`config.mk`:
```
export PLATFORM = sky130hd
export DESIGN_NAME = biphase_decoder
export DESIGN_NICKNAME = d
export VERILOG_FILES = /design/src/rtl/biphase_decoder.sv
export SDC_FILE = /design/constraint.sdc
export NUM_CORES = 1
export LEC_CHECK = 0
export ABC_AREA = 1
export CAP_MARGIN = 30
export CORE_UTILIZATION = 45
export DETAILED_ROUTE_END_ITERATION = 12
export PLACE_DENSITY = 0.64
export SLEW_MARGIN = 40
export SYNTH_ARGS = -nofsm -noshare
export SYNTH_HDL_FRONTEND = slang
export SYNTH_SLANG_ARGS = --single-unit
```
`constraint.sdc`:
```
create_clock -name clk -period 1.4 [get_ports clk]
set_input_delay 0.28 -clock clk [delete_from_list [all_inputs] [get_ports clk]]
set_output_delay 0.28 -clock clk [all_outputs]
set_load 0.05 [all_outputs]
```
`src/rtl/biphase_decoder.sv`:
```
// Biphase-mark receive decoder: oversamples the line, classifies
// edge spacing and emits decoded bits as one-cycle strobes.
module biphase_decoder #(
  parameter int CYCLES_PER_BIT = 16
) (
  input  logic clk,
  input  logic rst_n,
  input  logic biphase_in,
  output logic data_out,
  output logic data_valid,
  output logic locked,
  output logic error_out
);

  localparam int H   = CYCLES_PER_BIT / 2;
  localparam int SAT = (5 * H + 1) / 2;
  localparam int CW  = $clog2(SAT + 1);
  localparam logic [CW-1:0] SATV = CW'(SAT);

  typedef enum logic [1:0] {
    IDLE,
    ALIGN,
    BOUNDARY,
    MID
  } state_t;

  state_t state, state_n;

  logic s1, s2, s3;
  logic edge_q;
  logic [CW-1:0] cnt;
  logic gl, sh, timeout;
  logic dv_n, err_n, dout_n, lock_n;

  // Thresholds compared at 2x so odd H keeps exact half-cycle bounds
  assign gl = (2 * int'(cnt)) < H;
  assign sh = !gl && ((2 * int'(cnt)) < 3 * H);
  assign timeout = (cnt == SATV) && (state != IDLE);

  always_ff @(posedge clk or negedge rst_n) begin
    if (!rst_n) begin
      s1     <= 1'b0;
      s2     <= 1'b0;
      s3     <= 1'b0;
      edge_q <= 1'b0;
      cnt    <= '0;
    end else begin
      s1     <= biphase_in;
      s2     <= s1;
      s3     <= s2;
      edge_q <= s2 ^ s3;
      if (edge_q)
        cnt <= CW'(1);
      else if (cnt < SATV)
        cnt <= cnt + CW'(1);
    end
  end

  always_comb begin
    state_n = state;
    lock_n  = locked;
    dout_n  = data_out;
    dv_n    = 1'b0;
    err_n   = 1'b0;
    if (timeout) begin
      // An edge landing on the saturation cycle restarts alignment
      state_n = edge_q ? ALIGN : IDLE;
      lock_n  = 1'b0;
      err_n   = locked;
    end else if (edge_q) begin
      unique case (state)
        IDLE: state_n = ALIGN;
        ALIGN: begin
          if (!gl && !sh) begin
            dv_n    = 1'b1;
            dout_n  = 1'b0;
            lock_n  = 1'b1;
            state_n = BOUNDARY;
          end
        end
        BOUNDARY: begin
          unique case (1'b1)
            gl: begin
              err_n   = 1'b1;
              lock_n  = 1'b0;
              state_n = ALIGN;
            end
            sh: state_n = MID;
            default: begin
              dv_n   = 1'b1;
              dout_n = 1'b0;
            end
          endcase
        end
        MID: begin
          if (sh) begin
            dv_n    = 1'b1;
            dout_n  = 1'b1;
            state_n = BOUNDARY;
          end else begin
            err_n   = 1'b1;
            lock_n  = 1'b0;
            state_n = ALIGN;
          end
        end
        default: state_n = IDLE;
      endcase
    end
  end

  always_ff @(posedge clk or negedge rst_n) begin
    if (!rst_n) begin
      state      <= IDLE;
      data_out   <= 1'b0;
      data_valid <= 1'b0;
      locked     <= 1'b0;
      error_out  <= 1'b0;
    end else begin
      state      <= state_n;
      data_out   <= dout_n;
      data_valid <= dv_n;
      locked     <= lock_n;
      error_out  <= err_n;
    end
  end

endmodule
```
==> results.yml <==
yosys:
  syn_area_um2: 757
  yosys_warnings: 0
  synth-main-ff-cell: "dfrtp_1"
  synth_edf_count: 0
  yosysMostFrequentCell: "nand2_1"
  synthTopCellsByArea: "dfrtp_1 (50%), nand2_1 (13%), inv_1 (6.4%)"
  syn_inst: 97
  synth-async-reset-ratio_pct: 100
  syn_area_per_cell_um2: 7.80
  ys_types: 18
  synthTopCellsByCount: "nand2_1 (26), dfrtp_1 (15), inv_1 (13)"
  seq_area_frac_synth_pct: 49.6
  synth_top_area_cell: "dfrtp_1"
  synth_top_area_share_pct: 49.6
  synth_nets: 101
  synth_seq_cells: 15
setup_path:
  cp_max_fo: 5
  r2r_start: "cnt[4]$_DFFE_PN0P_"
  worstSetupPathType: "flip-flop to flip-flop"
  cp-endpoint: "state[1]$_DFFE_PN0P_"
  cpPeakStageDelay_ns: 0.42
  cp_data_required_time_ns: 1.57
  r2r_slack_ns: 0.12
  worstSetupStartpoint: "cnt[4]$_DFFE_PN0P_"
  cp.arrival_ns: 1.45
  reg2reg_to: "state[1]$_DFFE_PN0P_"
  reg2reg_depth: 8
  crit_slowest_cell: "dfrtp_1"
  critPathLaunchType: "flip-flop"
  end_kind: "flip-flop"
  worst_path_most_repeated_cell: "nand2_1"
  crit_chain: "inv_1 > nand2_2 > inv_1 > nor2_1 > o21ai_2 > nand2_1 > nand2_1 > nand2_1"
route:
  wl_per_cell_um: 11.3
  via_count: 623
  dr.first_iter.drc_count: 11
  totalWireLength_um: 1400
  drtPass1Iterations: 5
  ant_nets: 0
  viasPerCell: 5.02
  drc: 0
grt:
  antenna_found_initial: 0
  grt_usage_pct: 18.4
  grt_overflow: 0
  grt_pass1_wl_um: 2530
  grt_pass1_vias: 595
  grt_max_degree: 16
floorplan:
  die_width_um: 43.0
  die_height_um: 43.0
  io-pin-count: 7
  start_util_pct: 49.1
  num_rows: 14
  die-area_um2: 1850
  core-area_um2: 1540
layout:
  final_util_pct: 59.3
  finalNetCount: 113
  fill_cells: 151
  fin_area_um2: 915
  n_antenna_cell: 0
  area_growth_syn_to_layout_pct: 20.8
  drive_above_1_share_pct: 19.4
clock_tree:
  numCtsBuffers: 3
  path_clk_slew_ns: 0.08
  htree_num_levels: 1
  root_buffer: "clkbuf_4"
  cts_sinks: 15
  cts_tree: "yes"
  clock_latency_ns: 0.27
  cts_buffer_depth: 2
timing:
  final_max_slew_viol_count: 0
  setup_viol: 0
  relSlewSlack_pct: 84.1
  post-route-min-period_ns: 1.28
  tightest_slew_ns: 0.237
  hold_violations: 0
  skew_ns: 0.000531
  finalCritPeriodShare_pct: 91.5
  fmax_mhz: 781
  rsz0062_at_grt: "yes"
power_and_ir_drop:
  vdd_drop_max_v: 0.00111
  power-per-cell-area_nw_per_um2: 1730
  p_leak_nw: 0.467
placement:
  dp_hpwl_um: 1070
  post_dp_cell_area_um2: 885
  gp_congestion: 0.803
  portBuffers: 6
run_status:
  status: "complete, no violations"
job:
  maxCapViolCount: 0
min_path:
  hold_path.class: "input pin to asynchronous set/reset pin"
report_power, final:
part / internal [mW] / total, mW / leakage, nW / switching (mW)
combinational: 0.297 / 0.714 / 0.265 / 0.417
sequential: 0.523 / 0.627 / 0.187 / 0.104
clock: 0.110 / 0.238 / 0.0150 / 0.128
cell usage in the layout, fill, tap and decap left out, types with 2 or more instances in the layout:
cell type,netlist,final
nand2_1,26,26
dfrtp_1,15,14
inv_1,13,13
nor2_1,10,9
o21ai_0,7,7
nand3_1,6,6
nand2_2,5,5
nor2_2,3,4
buf_12,0,4
a21oi_1,3,3
clkbuf_4,0,3
clkdlybuf4s50_1,0,2
worst min-delay path by stage:
stage	cells past startpoint	endpoint	startpoint
6_report	2	cnt[4]$_DFFE_PN0P_	rst_n
5_1_grt	2	cnt[4]$_DFFE_PN0P_	rst_n
4_1_cts	2	cnt[4]$_DFFE_PN0P_	rst_n
3_5_place_dp	0	s2$_DFF_PN0_	s1$_DFF_PN0_
3_3_place_gp	0	s2$_DFF_PN0_	s1$_DFF_PN0_
2_1_floorplan	0	cnt[0]$_DFFE_PN0P_	rst_n
registers in the layout, indices dropped and copies added (netlist names):
signal / flops
cnt: 5
s3: 1
error_out: 1
data_out: 1
data_valid: 1
s1: 1
edge_q: 1
state: 2
s2: 1
locked: 1
per-layer routing:
| layer | track usage, % | routed length, um |
|---|---|---|
| met1 | 29.6 | 746 |
| met2 | 23.9 | 591 |
| met3 | 3.83 | 58 |
| met4 | 7.27 | 4 |
| met5 | 0 | 0 |
worst max-delay path: cells and delay by family, from the launching register on:
kind / cells / cell delay [ns]
compound gates: 1 / 0.16
simple gates: 5 / 0.37
buf+inv: 2 / 0.23
flops: 1 / 0.42
timing repair:
| action | in CTS | in global routing |
|---|---|---|
| setup buffers | 0 | 0 |
| hold endpoints to repair | 0 | 0 |
| gates resized for setup | 0 | 2 |
| setup endpoints to repair | 0 | 2 |
| hold buffers | 0 | 0 |
area by class of cell:
class | count | area (um2) | share of cell area (%)
Sequential cell | 15 | 377 | 41.2
Clock buffer | 4 | 26.3 | 2.87
Inverter | 14 | 52.6 | 5.75
Multi-Input combinational cell | 68 | 332 | 36.3
Timing Repair Buffer | 7 | 108 | 11.8
Tap cell | 16 | 20.0 | 2.19
metrics by stage:
stage	worst slack, ns	instances	power, mW	hold WS (ns)	setup TNS (ns)
floorplan	0.248	97	1.09	-0.0156	0
global placement	0.130	120	1.35	0.340	0
detailed placement	0.148	120	1.34	0.348	0
CTS	0.126	124	1.59	0.296	0
global route	-0.0111	124	1.70	0.317	-0.0111
finish	0.119	124	1.58	0.304	0
cells by family (layout without fill, tap and decap cells):
logic type	Yosys count	count (layout)	synth area share (%)
AOI/OAI and AO/OA	14	14	10.2
xor gates and xnor gates	1	1	1.16
adders and majority gates	1	1	1.65
buffers and inverters	14	25	6.94
DFF	15	15	49.6
and+or+nand+nor	52	52	30.4
Power figures use the tool's default switching activity.
